$ cat src/rtl/idelay_pkg.sv
// Shared definitions for the IDELAYE2 load sequencer.
// Contents:
//   state_e  - sequencer FSM states
//   DLY_W    - tap value width of one delay lane
//   SETTLE_W - width of the settle down-counter
//   lane_lsb - bit offset of a lane inside a packed NUM_LANES*DLY_W bus
package idelay_pkg;

    localparam int DLY_W    = 5;
    localparam int SETTLE_W = 4;

    typedef enum logic [2:0] {
        IDLE = 3'd0,
        LOAD = 3'd1,
        PRE  = 3'd2,
        SET  = 3'd3,
        POST = 3'd4
    } state_e;

    // Lane i occupies bits [DLY_W*i + DLY_W-1 : DLY_W*i] of a packed bus.
    function automatic int lane_lsb(input int lane);
        return lane * DLY_W;
    endfunction

endpackage

$ cat src/rtl/idelay_loader.sv
// Control-side sequencer for a bank of IDELAYE2 wrappers in VAR_LOAD_PIPE mode.
// Write commands stage a tap value into one lane's pipe register (dly_out plus
// a one-cycle ld_out strobe). An apply command waits SETTLE_CYCLES, fires one
// common set_out strobe so every staged lane switches in the same cycle, then
// waits SETTLE_CYCLES again before accepting the next command.
// Ports:
//   clk, rst          - clock, asynchronous active-low reset
//   cmd_valid/ready   - command handshake (ready only in IDLE)
//   cmd_apply         - 1 = apply, 0 = write of cmd_delay to cmd_lane
//   dly_out, ld_out   - per-lane delay bus and LDPIPEEN strobes
//   set_out           - common LD strobe
//   applied, pending  - taps in effect / lanes staged but not applied
//   busy, err         - not in IDLE / sticky out-of-range lane write
module idelay_loader
    import idelay_pkg::*;
#(
    parameter int NUM_LANES     = 8,
    parameter int LANE_BITS     = 3,
    parameter int INIT_DELAY    = 0,
    parameter int SETTLE_CYCLES = 2
) (
    input  logic                         clk,
    input  logic                         rst,
    input  logic                         cmd_valid,
    output logic                         cmd_ready,
    input  logic                         cmd_apply,
    input  logic [LANE_BITS-1:0]         cmd_lane,
    input  logic [DLY_W-1:0]             cmd_delay,
    output logic [NUM_LANES*DLY_W-1:0]   dly_out,
    output logic [NUM_LANES-1:0]         ld_out,
    output logic                         set_out,
    output logic [NUM_LANES*DLY_W-1:0]   applied,
    output logic [NUM_LANES-1:0]         pending,
    output logic                         busy,
    output logic                         err
);

    localparam logic [DLY_W-1:0]    INIT_TAP    = DLY_W'(INIT_DELAY);
    localparam logic [SETTLE_W-1:0] SETTLE_LOAD = SETTLE_W'(SETTLE_CYCLES - 1);

    state_e                state_r;
    logic [SETTLE_W-1:0]   cnt_r;
    logic                  lane_ok_s;
    logic [NUM_LANES-1:0]  lane_hot_s;

    assign cmd_ready = (state_r == IDLE);

    // Decode the write target: range check and one-hot strobe pattern.
    always_comb begin
        lane_ok_s  = ({{(32-LANE_BITS){1'b0}}, cmd_lane} < 32'(NUM_LANES));
        lane_hot_s = '0;
        for (int i = 0; i < NUM_LANES; i++) begin
            if (lane_ok_s && ({{(32-LANE_BITS){1'b0}}, cmd_lane} == 32'(i))) begin
                lane_hot_s[i] = 1'b1;
            end else begin
                lane_hot_s[i] = 1'b0;
            end
        end
    end

    // Sequencer FSM with all outputs registered.
    always_ff @(posedge clk or negedge rst) begin
        if (!rst) begin
            state_r <= IDLE;
            cnt_r   <= '0;
            dly_out <= {NUM_LANES{INIT_TAP}};
            applied <= {NUM_LANES{INIT_TAP}};
            ld_out  <= '0;
            set_out <= 1'b0;
            pending <= '0;
            busy    <= 1'b0;
            err     <= 1'b0;
        end else begin
            case (state_r)
                IDLE: begin
                    ld_out  <= '0;
                    set_out <= 1'b0;
                    if (cmd_valid) begin
                        if (cmd_apply) begin
                            // Apply with nothing staged is a no-op.
                            if (|pending) begin
                                state_r <= PRE;
                                cnt_r   <= SETTLE_LOAD;
                                busy    <= 1'b1;
                            end else begin
                                busy    <= 1'b0;
                            end
                        end else begin
                            // Bad lanes still pass through LOAD so write timing
                            // does not depend on the lane index.
                            state_r <= LOAD;
                            busy    <= 1'b1;
                            ld_out  <= lane_hot_s;
                            if (lane_ok_s) begin
                                dly_out[lane_lsb(int'(cmd_lane)) +: DLY_W] <= cmd_delay;
                            end else begin
                                err <= 1'b1;
                            end
                        end
                    end else begin
                        busy <= 1'b0;
                    end
                end
                LOAD: begin
                    // ld_out holds the strobed lane (or nothing for a bad lane).
                    pending <= pending | ld_out;
                    ld_out  <= '0;
                    state_r <= IDLE;
                    busy    <= 1'b0;
                end
                PRE: begin
                    if (cnt_r == '0) begin
                        state_r <= SET;
                        set_out <= 1'b1;
                        for (int i = 0; i < NUM_LANES; i++) begin
                            if (pending[i]) begin
                                applied[lane_lsb(i) +: DLY_W] <= dly_out[lane_lsb(i) +: DLY_W];
                            end
                        end
                        pending <= '0;
                    end else begin
                        cnt_r <= cnt_r - SETTLE_W'(1);
                    end
                end
                SET: begin
                    set_out <= 1'b0;
                    state_r <= POST;
                    cnt_r   <= SETTLE_LOAD;
                end
                POST: begin
                    if (cnt_r == '0) begin
                        state_r <= IDLE;
                        busy    <= 1'b0;
                    end else begin
                        cnt_r <= cnt_r - SETTLE_W'(1);
                    end
                end
                default: begin
                    state_r <= IDLE;
                    ld_out  <= '0;
                    set_out <= 1'b0;
                    busy    <= 1'b0;
                end
            endcase
        end
    end

endmodule

$ cat config.mk
export PLATFORM = sky130hd
export DESIGN_NAME = idelay_loader
export DESIGN_NICKNAME = d
export VERILOG_FILES = /design/src/rtl/idelay_pkg.sv /design/src/rtl/idelay_loader.sv
export SDC_FILE = /design/constraint.sdc
export NUM_CORES = 1
export LEC_CHECK = 0
export ABC_AREA = 1
export BUFFER_PORTS_ARGS = -buffer_cell sky130_fd_sc_hd__buf_2
export CAP_MARGIN = 10
export CORE_MARGIN = 8
export CORE_UTILIZATION = 30
export DETAILED_ROUTE_END_ITERATION = 8
export MAX_ROUTING_LAYER = met4
export SYNTH_ARGS = -nofsm -noshare
export SYNTH_HDL_FRONTEND = slang
export SYNTH_SLANG_ARGS = --single-unit
$ cat constraint.sdc
create_clock -name clk -period 3.65 [get_ports clk]
set_input_delay 0.5475 -clock clk [delete_from_list [all_inputs] [get_ports clk]]
set_output_delay 0.5475 -clock clk [all_outputs]
set_load 0.05 [all_outputs]
==> qor.csv, run 1 <==
stage;metric;value;unit
run_status;status;finished clean;
cells_and_area;area growth from synthesis to layout;22.3;%
power_and_ir_drop;power density over cell area;800;nW/um^2
drt;DRC;0;
grt;vias in the first global route;3788;
grt;initial antenna violation count;2;
cells_and_area;layout cell share with drive strength beyond 1;0.240;
die;Boundary Pins;112;
critical_path;Arr. time, crit path;2.36;ns
critical_path;Reg2Reg Depth;10;
sta;RSZ-0062 raised after global routing;no;
clock_tree;H-tree depth;3;
clock_tree;hold_buf cts;0;
logic_synthesis;mean area per synthesized cell;8.88;sq um
sta;min Tclk post-route;2.13;ns
drt;average wire per cell in the routed design;15.7;um
cells_and_area;final core occ;0.371;
cells_and_area;commonest non-fill, non-tap cell in the layout;nand2_1;
sta;Final Cycle Share;0.584;
critical_path;R2R Path End;applied[33];
grt;global route overflow;0;
logic_synthesis;main flop type after synthesis;dfrtp_1;
logic_synthesis;ys async rst share;1.00;
logic_synthesis;register area share after synthesis;0.576;
sta;worst slew pin tran;0.872;ns
clock_tree;CTS tree;yes;
place;GPL Wtd Cong;0.914;
critical_path;Worst Setup Path Type;flip-flop to flip-flop;
logic_synthesis;Yosys warning count;0;
clock_tree;Post-CTS Setup Bufs;0;
drt;vias after detailed routing;3794;
place;placed cell areas;5290;sq um
critical_path;crit end category;flip-flop;
grt;Tot GR Track Use;0.139;
critical_path;CP max stage delay;0.42;ns
die;FP Rows;45;
die;Die H;139;um
critical_path;CP cell instances;inv_1 > ha_1 > inv_1 > nor3_2 > nand2_2 > buf_4 > inv_1 > nand2_1 > nand2_1 > nand2_1;
die;Initial Utilization;0.304;
cells_and_area;highest-count cells in the layout ignoring fill and taps;169 x nand2_1, 109 x buf_2, 105 x dfrtp_1;
place;Place WS;1.30;ns
sta;Max transition margin;0.419;
clock_tree;Worst-path clk slew;0.07;ns
die;DIE WIDTH;139;um
clock_tree;Num CTS Buffers;9;
grt;first-pass GRT wire length;20600;um
die;DIE AREA;19400;sq um
power_and_ir_drop;Pleak;3.15;nW
clock_tree;TritonCTS sink count;105;
critical_path;R2R Setup Slk;1.52;ns
critical_path;R2R Path Start;cnt_r[0];
sta;fin worst setup slack;1.52;ns
critical_path;largest fanout on the critical path;40;
critical_path;worst setup path endpoint;applied[33];
power_and_ir_drop;Worst VDD drop;0.373;mV
hold_path;Hold Path Class;primary input to async pin;
flow_run;max_cap viols;0;
place;DPL Wire Length;9790;um
die;Core ar.;15000;sq um
sta;clock skew;0.00722;ns
power_and_ir_drop;total power;4.46;mW
cells_and_area;nets;645;
logic_synthesis;FF+latch count, synth;105;
critical_path;startpoint types;flip-flop;
place;IO buf count;110;
cells_and_area;Final Instance Area;5580;sq um
sta;fmax;469;MHz
critical_path;Crit. Startpoint;cnt_r[0];
drt;DRT antenna net count;0;
clock_tree;clk buf depth;2;
sta;setup violators final;0;
logic_synthesis;Syn Nets;533;
drt;Via density;4.63;
logic_synthesis;Post-Syn Instances;514;
clock_tree;post_cts resized;0;
logic_synthesis;number of library cell types mapped by synthesis;29;
logic_synthesis;EDFF count, synth;0;
logic_synthesis;synthesized cell area;4560;sq um
clock_tree;Skew-Pair Late Insertion Delay;0.35;ns
drt;DRT Pass-1 Iters;5;
critical_path;Required @ worst endpoint;3.88;ns
critical_path;Slowest cell on crit path;inv_1;
sta;Final Slew Violations;0;
clock_tree;Clock Tree Root;clkbuf_16;
drt;routed wire length;12900;um
sta;Final TNS setup;0;ns
drt;initial drt markers;195;
grt;largest net degree at the start of global routing;69;
sta;Final Hold Fails;0;
[worst max-delay path: cells and delay by family, from the launching register on]
| kind | cells | cell delay, ns |
|---|---|---|
| buf+inv | 4 | 0.83 |
| simple gates | 5 | 0.65 |
| flops | 1 | 0.39 |
| fa+ha+maj | 1 | 0.16 |
[worst min-delay path by stage]
stage	start	to
2_1_floorplan	rst	applied[0]
3_3_place_gp	applied[30]	applied[30]
3_5_place_dp	applied[30]	applied[30]
4_1_cts	rst	state_r[0]
5_1_grt	rst	state_r[0]
6_report	rst	state_r[0]
[layout make-up]
cell class | count | area, sq um
timing repair buffer | 112 | 581
clock inverter | 3 | 15.0
fill | 1543 | 9450
inverter | 47 | 176
sequential | 105 | 2630
antenna | 2 | 5.00
tap | 188 | 235
multi-input combinational | 351 | 1670
clock buffer | 12 | 267
[power breakdown]
part / total (mW) / switching (mW) / internal [mW]
combinational: 1.89 / 1.50 / 0.395
sequential: 1.64 / 0.229 / 1.41
clock: 0.928 / 0.417 / 0.512
total: 4.46 / 2.15 / 2.32
[synthesized netlist by cell type, types with 2 or more instances]
cell type	count	area (sq um)
nand2_1	169	634
dfrtp_1	105	2630
o21ai_0	56	280
inv_1	45	169
nor2_1	26	97.6
o21ai_1	25	125
nand3_1	16	80.1
a21oi_1	13	65.1
nor3_1	11	55.1
nor2_2	8	50.1
ha_1	7	87.6
nand3_2	4	40.0
buf_2	3	15.0
buf_6	3	33.8
nor2_4	3	33.8
a22o_1	2	17.5
buf_4	2	15.0
clkbuf_1	2	7.51
inv_2	2	7.51
nand2_4	2	22.5
nand3_4	2	35.0
[stage by stage]
stage               hold slack [ns]  cells
global placement              0.456    803
global route                  0.368    820
floorplan                     0.252    514
detailed placement            0.453    803
CTS                           0.348    818
finish                        0.300    820
[layer usage]
| metal | global-route usage | up-vias | wire length [um] |
|---|---|---|---|
| met5 | - | - | 0 |
| met4 | 0.0635 | 0 | 211 |
| met3 | 0.0390 | 14 | 737 |
| met2 | 0.216 | 81 | 6060 |
| met1 | 0.165 | 1817 | 5860 |
| li1 | - | 1882 | - |
[kinds of logic after synthesis]
logic type	after synthesis	share of synthesized area
other	1	0.000822
AOI/OAI and AO/OA	99	0.112
DFF	105	0.576
adders and majority gates	7	0.0192
and+or+nand+nor	244	0.235
buffers and inverters	58	0.0576
[flip-flops by register name, indices dropped and copies added (netlist names)]
signal   count
pending      8
ld_out       8
applied     40
cnt_r        4
busy         1
dly_out     40
state_r      3
set_out      1
Note: power is estimated with default switching activity, not from simulation.
==> run 2: changes to the inputs <==
--- a/config.mk
+++ b/config.mk
@@ -5,7 +5,7 @@
 export SDC_FILE = /design/constraint.sdc
 export NUM_CORES = 1
 export LEC_CHECK = 0
-export ABC_AREA = 1
+export ABC_AREA = 0
 export BUFFER_PORTS_ARGS = -buffer_cell sky130_fd_sc_hd__buf_2
 export CAP_MARGIN = 10
 export CORE_MARGIN = 8
==> constraint.sdc (replaced) <==
create_clock -name clk -period 1.9 [get_ports clk]
set_input_delay 0.285 -clock clk [delete_from_list [all_inputs] [get_ports clk]]
set_output_delay 0.285 -clock clk [all_outputs]
set_load 0.05 [all_outputs]
==> qor.csv, run 2 <==
stage;metric;value;unit;change
logic_synthesis;synthesized cell area;4330;sq um;-5.2%
hold_path;hold path startpoint;cmd_valid;;
logic_synthesis;Syn Nets;352;;-34%
sta;worst slew pin tran;0.542;ns;-0.330 ns
logic_synthesis;Yosys warning count;0;;unchanged
cells_and_area;highest-count cells in the layout ignoring fill and taps;109 x buf_2, 105 x dfrtp_1, 43 x mux2_2;;
critical_path;CP Buf/Inv Count;3;;-1
logic_synthesis;Post-Syn Instances;333;;-35%
logic_synthesis;Synth area leader;dfrtp_1;;
sta;final hold slack;0.209;ns;-0.0908 ns
run_status;failing checks;setup timing;;
sta;Max transition margin;0.639;;+0.220
critical_path;startpoint types;flip-flop;;
critical_path;R2R Setup Slk;-0.11;ns;-1.63 ns
drt;routed wire length;11500;um;-11%
sta;Final Cycle Share;1.06;;+0.473
logic_synthesis;register area share after synthesis;0.607;;+0.0318
clock_tree;CTS tree;yes;;
grt;global route overflow;0;;unchanged
clock_tree;Clock Tree Root;clkbuf_16;;
sta;Final Slew Violations;0;;unchanged
place;IO buf count;110;;unchanged
grt;initial antenna violation count;1;;-1
grt;Tot GR Track Use;0.132;;-0.00695
die;Core ar.;14300;sq um;-4.8%
hold_path;Worst Hold Depth;2;;
run_status;status;finished with violations;;
place;Cells after DPL;646;;-20%
grt;vias in the first global route;3297;;-13%
critical_path;Slowest cell on crit path;dfrtp_1;;
sta;Final TNS setup;-2.60;ns;-2.60 ns
cells_and_area;layout cell share with drive strength beyond 1;0.515;;+0.276
place;DPL Wire Length;8820;um;-9.9%
flow_run;max_cap viols;0;;unchanged
critical_path;Required @ worst endpoint;2.13;ns;-1.75 ns
grt;first-pass GRT wire length;18300;um;-11%
critical_path;Reg2Reg Depth;9;;-1
die;FP Rows;44;;-2.2%
cells_and_area;commonest non-fill, non-tap cell in the layout;buf_2;;
critical_path;largest fanout on the critical path;5;;-88%
critical_path;CP cell instances;inv_2 > ha_4 > nand2b_4 > or2_4 > nor4b_4 > buf_4 > buf_12 > nand2_8 > mux2_4;;
clock_tree;TritonCTS sink count;105;;unchanged
logic_synthesis;ys async rst share;1.00;;unchanged
clock_tree;Skew-Pair Late Insertion Delay;0.35;ns;about the same
hold_path;Hold EP;busy;;
die;DIE WIDTH;136;um;-2.3%
critical_path;Arr. time, crit path;2.24;ns;-0.12 ns
hold_path;Hold Path Class;primary input to flip-flop;;
logic_synthesis;main flop type after synthesis;dfrtp_1;;
sta;Final Hold Fails;0;;unchanged
cells_and_area;top flop regs;applied x40, dly_out x40;;
die;Die H;136;um;-2.3%
drt;DRT antenna net count;0;;unchanged
cells_and_area;area growth from synthesis to layout;37.5;%;
drt;Via density;4.51;;-2.4%
cells_and_area;fillers;1389;;-10%
critical_path;crit end category;flip-flop;;
die;DIE AREA;18500;sq um;-4.6%
drt;DRT Pass-1 Iters;4;;-1
logic_synthesis;mean area per synthesized cell;13.0;sq um;+46%
place;GPL Wtd Cong;0.782;;-14%
clock_tree;H-tree depth;3;;unchanged
sta;RSZ-0062 raised after global routing;yes;;
sta;setup violators final;30;;+30
drt;DRC;0;;unchanged
sta;fin worst setup slack;-0.108;ns;-1.63 ns
drt;initial drt markers;190;;-2.6%
critical_path;critical path's top delay family;simple AND/OR/NAND/NOR gates;;
cells_and_area;final core occ;0.416;;+0.0444
clock_tree;Worst-path clk slew;0.08;ns;about the same
sta;fmax;498;MHz;+6.1%
clock_tree;clk buf depth;2;;unchanged
die;Initial Utilization;0.302;;-0.00144
cells_and_area;fin cells;675;;-18%
sta;clock skew;0.0117;ns;+0.00448 ns
grt;largest net degree at the start of global routing;62;;-10%
logic_synthesis;most frequent cell after synthesis;dfrtp_1;;
critical_path;Worst Setup Path Type;flip-flop to flip-flop;;
sta;min Tclk post-route;2.01;ns;-0.123 ns
clock_tree;Num CTS Buffers;9;;unchanged
logic_synthesis;EDFF count, synth;0;;unchanged
logic_synthesis;number of library cell types mapped by synthesis;42;;+45%
power_and_ir_drop;Pleak;3.22;nW;+2.0%
logic_synthesis;Synth top area share;0.607;;+0.0318
critical_path;Critical Path Stages;9;;-1
logic_synthesis;FF+latch count, synth;105;;unchanged
logic_synthesis;Area contributors post-synth;dfrtp_1 61%, mux2_2 14%, nand2_1 2.9%, mux2i_1 2.5%, ha_1 2.0%;;
critical_path;CP max stage delay;0.39;ns;-0.03 ns
cells_and_area;nets;503;;-22%
drt;vias after detailed routing;3047;;-20%
die;Boundary Pins;112;;unchanged
drt;average wire per cell in the routed design;17.1;um;+8.7%
power_and_ir_drop;power density over cell area;1730;nW/um^2;+120%
power_and_ir_drop;Worst VDD drop;0.683;mV;+83%
critical_path;R2R Path End;applied[1];;
logic_synthesis;most instantiated cells after synthesis;105 x dfrtp_1, 55 x mux2_2, 33 x nand2_1;;
critical_path;R2R Path Start;cnt_r[1];;
==> run 2: cell count changes after synthesis, moves of 10 or more <==
cell and change:
inv_1 -28, nor2_1 -10, nand2_1 -136, mux2i_1 +11
o21ai_1 -25, o21ai_0 -40, mux2_2 +55
==> run 2: cells by family after synthesis <==
kind of cell               after synthesis  share of synthesized area
DFF                                    105                      0.607
and+or+nand+nor                         82                     0.0989
muxes                                   71                      0.186
AOI/OAI and AO/OA                       39                     0.0570
buffers and inverters                   27                     0.0275
adders and majority gates                7                     0.0202
other                                    1                   0.000867
xor gates and xnor gates                 1                    0.00203
==> run 2: worst max path at each step <==
stage / startpoint / to / slack (ns)
after floorplan: state_r[2] / dly_out[10] / -0.27
after global placement: cnt_r[1] / applied[25] / -0.05
after detailed placement: cnt_r[1] / applied[31] / -0.07
after CTS: cnt_r[1] / applied[4] / -0.08
after global routing: cnt_r[1] / applied[1] / -0.19
final: cnt_r[1] / applied[1] / -0.11
==> run 2: through the flow <==
stage	setup WS (ns)	power, mW	instance area [sq um]
floorplan	-0.268	6.63	4470
global placement	-0.0456	7.95	5410
detailed placement	-0.0679	8.03	5410
CTS	-0.0778	10.3	5820
global route	-0.190	10.9	5950
finish	-0.108	10.3	5950
==> run 2: power breakdown <==
group	total [mW]	internal, mW	switching [mW]
logic	4.79	1.44	3.35
registers	3.33	2.86	0.472
clock network	2.20	1.32	0.884
total	10.3	5.61	4.71
==> run 2: repair_timing <==
action	in CTS	in global routing
hold endpoints to repair	61	0
cloned	0	1
hold buffers	1	0
setup endpoints to repair	40	44
gates resized for setup	3	11
setup buffers	4	6
pin swaps	0	2
==> run 2: cell type report <==
class	count	area (sq um)	area share
Sequential cell	105	2630	0.442
Multi-Input combinational cell	201	1750	0.293
Timing Repair Buffer	150	918	0.154
Tap cell	184	230	0.0387
Clock buffer	9	225	0.0379
Clock inverter	7	133	0.0223
Inverter	17	63.8	0.0107
Antenna cell	2	5.00	0.000841
==> run 2: per-layer routing <==
| layer | vias to the layer above | GRT usage | part of all wire |
|---|---|---|---|
| met5 | - | - | 0 |
| met4 | 0 | 0.0384 | 0.011 |
| met3 | 10 | 0.0351 | 0.054 |
| met2 | 78 | 0.198 | 0.46 |
| met1 | 1505 | 0.171 | 0.47 |
| li1 | 1454 | - | - |
==> run 2: worst register-to-register path: cells and delay by family (launching register included) <==
kind          cells  cell delay [ns]
flops             1             0.39
simple gates      4             0.66
fa+ha+maj         1             0.15
buf+inv           3             0.40
mux               1             0.30
==> run 3: changes to the inputs <==
==> constraint.sdc (replaced) <==
create_clock -name clk -period 2.3 [get_ports clk]
set_input_delay 0.345 -clock clk [delete_from_list [all_inputs] [get_ports clk]]
set_output_delay 0.345 -clock clk [all_outputs]
set_load 0.02 [all_outputs]
==> qor.csv, run 3 (synthesis results as in run 2) <==
stage;metric;value;unit;change
place;DPL Wire Length;8760;um;-0.69%
die;Boundary Pins;112;;unchanged
run_status;status;finished clean;;
sta;fmax;476;MHz;-4.4%
sta;min Tclk post-route;2.10;ns;+0.0934 ns
cells_and_area;commonest non-fill, non-tap cell in the layout;buf_2;;
drt;routed wire length;11300;um;-1.5%
drt;vias after detailed routing;3010;;-1.2%
drt;DRT antenna net count;0;;unchanged
die;Initial Utilization;0.302;;unchanged
grt;first-pass GRT wire length;18000;um;-1.5%
drt;average wire per cell in the routed design;17.6;um;+2.9%
place;IO buf count;110;;unchanged
sta;Final TNS setup;0;ns;+2.60 ns
drt;initial drt markers;191;;+0.53%
critical_path;startpoint types;flip-flop;;
cells_and_area;layout cell share with drive strength beyond 1;0.449;;-0.0663
power_and_ir_drop;power density over cell area;1250;nW/um^2;-28%
grt;Tot GR Track Use;0.130;;-0.00177
clock_tree;Num CTS Buffers;9;;unchanged
drt;DRC;0;;unchanged
die;DIE AREA;18500;sq um;unchanged
critical_path;Required @ worst endpoint;2.53;ns;+0.40 ns
cells_and_area;highest-count cells in the layout ignoring fill and taps;109 x buf_2, 105 x dfrtp_1, 55 x mux2_2;;
sta;Final Cycle Share;0.914;;-0.143
sta;worst slew pin tran;0.513;ns;-0.0287 ns
sta;Final Hold Fails;0;;unchanged
sta;Max transition margin;0.658;;+0.0192
grt;initial antenna violation count;0;;-1
sta;RSZ-0062 raised after global routing;no;;
cells_and_area;fin cells;646;;-4.3%
sta;clock skew;0.00721;ns;-0.00450 ns
critical_path;Slowest cell on crit path;dfrtp_1;;
place;GPL Wtd Cong;0.823;;+5.3%
drt;DRT Pass-1 Iters;5;;+1
die;DIE WIDTH;136;um;unchanged
critical_path;CP max stage delay;0.38;ns;about the same
grt;global route overflow;0;;unchanged
power_and_ir_drop;Worst VDD drop;0.567;mV;-17%
clock_tree;CTS tree;yes;;
clock_tree;Skew-Pair Late Insertion Delay;0.35;ns;about the same
die;Die H;136;um;unchanged
critical_path;CP cell instances;inv_1 > ha_1 > nand2b_4 > or2_4 > nor4b_4 > buf_12 > nand2_1 > mux2_2;;
clock_tree;Worst-path clk slew;0.07;ns;about the same
critical_path;crit end category;flip-flop;;
flow_run;max_cap viols;0;;unchanged
hold_path;Hold Path Class;primary input to flip-flop;;
clock_tree;Post-CTS Setup Bufs;0;;-4
clock_tree;Clock Tree Root;clkbuf_16;;
grt;vias in the first global route;3224;;-2.2%
cells_and_area;final core occ;0.385;;-0.0302
clock_tree;TritonCTS sink count;105;;unchanged
cells_and_area;top flop regs;applied x40, dly_out x40;;
die;FP Rows;44;;unchanged
clock_tree;H-tree depth;3;;unchanged
critical_path;Arr. time, crit path;2.33;ns;+0.09 ns
cells_and_area;nets;475;;-5.6%
cells_and_area;area growth from synthesis to layout;27.5;%;
critical_path;Worst Setup Path Type;flip-flop to flip-flop;;
sta;Final Slew Violations;0;;unchanged
power_and_ir_drop;Pleak;2.96;nW;-8.2%
clock_tree;clk buf depth;2;;unchanged
place;Cells after DPL;628;;-2.8%
drt;Via density;4.66;;+3.2%
grt;largest net degree at the start of global routing;38;;-39%
die;Core ar.;14300;sq um;unchanged
sta;setup violators final;0;;-100%
critical_path;largest fanout on the critical path;17;;+12
==> run 3: power by group <==
part / switching (mW) / internal [mW]
combinational: 1.47 / 0.898
sequential: 0.433 / 2.36
clock: 0.667 / 1.04
==> run 3: cell type report <==
| class | count | area [sq um] |
|---|---|---|
| Fill cell | 1432 | 8800 |
| Sequential cell | 105 | 2630 |
| Multi-Input combinational cell | 201 | 1580 |
| Timing Repair Buffer | 122 | 671 |
| Clock buffer | 12 | 267 |
| Tap cell | 184 | 230 |
| Clock inverter | 4 | 73.8 |
| Inverter | 17 | 63.8 |
| Antenna cell | 1 | 2.50 |
==> run 3: worst paths after layout <==
check | startpoint | endpoint | slack [ns] | cells past startpoint
max | cnt_r[0] | applied[28] | 0.20 | 8
min | cmd_valid | busy | 0.27 | 2
max reg2reg | cnt_r[0] | applied[28] | 0.20 | 8
min reg2reg | applied[2] | applied[2] | 0.50 | 1
max in group asynchronous | rst | dly_out[32] | 0.96 | 3
min in group asynchronous | rst | cnt_r[1] | 0.51 | 2
==> run 3: what timing repair did <==
item                                    in CTS  in global routing
gates resized for setup                      0                  1
hold endpoints to repair                    34                  0
hold buffers                                 1                  0
endpoints found under the setup margin       0                  4
==> run 3: critical path: cells and delay by family (launching register included) <==
family	cells	cell delay, ns
simple gates	4	0.76
flops	1	0.38
mux	1	0.32
buf+inv	2	0.28
fa+ha+maj	1	0.23
==> run 3: metrics by stage <==
step,instance area [sq um],hold WS (ns),worst slack (ns),power [mW]
2_1_floorplan,4330,0.0494,0.0533,4.27
3_5_place_dp,5160,0.351,0.144,5.23
4_1_cts,5510,0.255,0.120,6.97
6_report,5520,0.272,0.199,6.87
5_1_grt,5510,0.279,0.0458,7.28
3_3_place_gp,5160,0.340,0.179,5.16
==> run 3: metal layers <==
metal	wire, um	GRT usage
met4	186	0.0525
met3	760	0.0336
met1	5330	0.175
met2	5070	0.183
met5	0	-
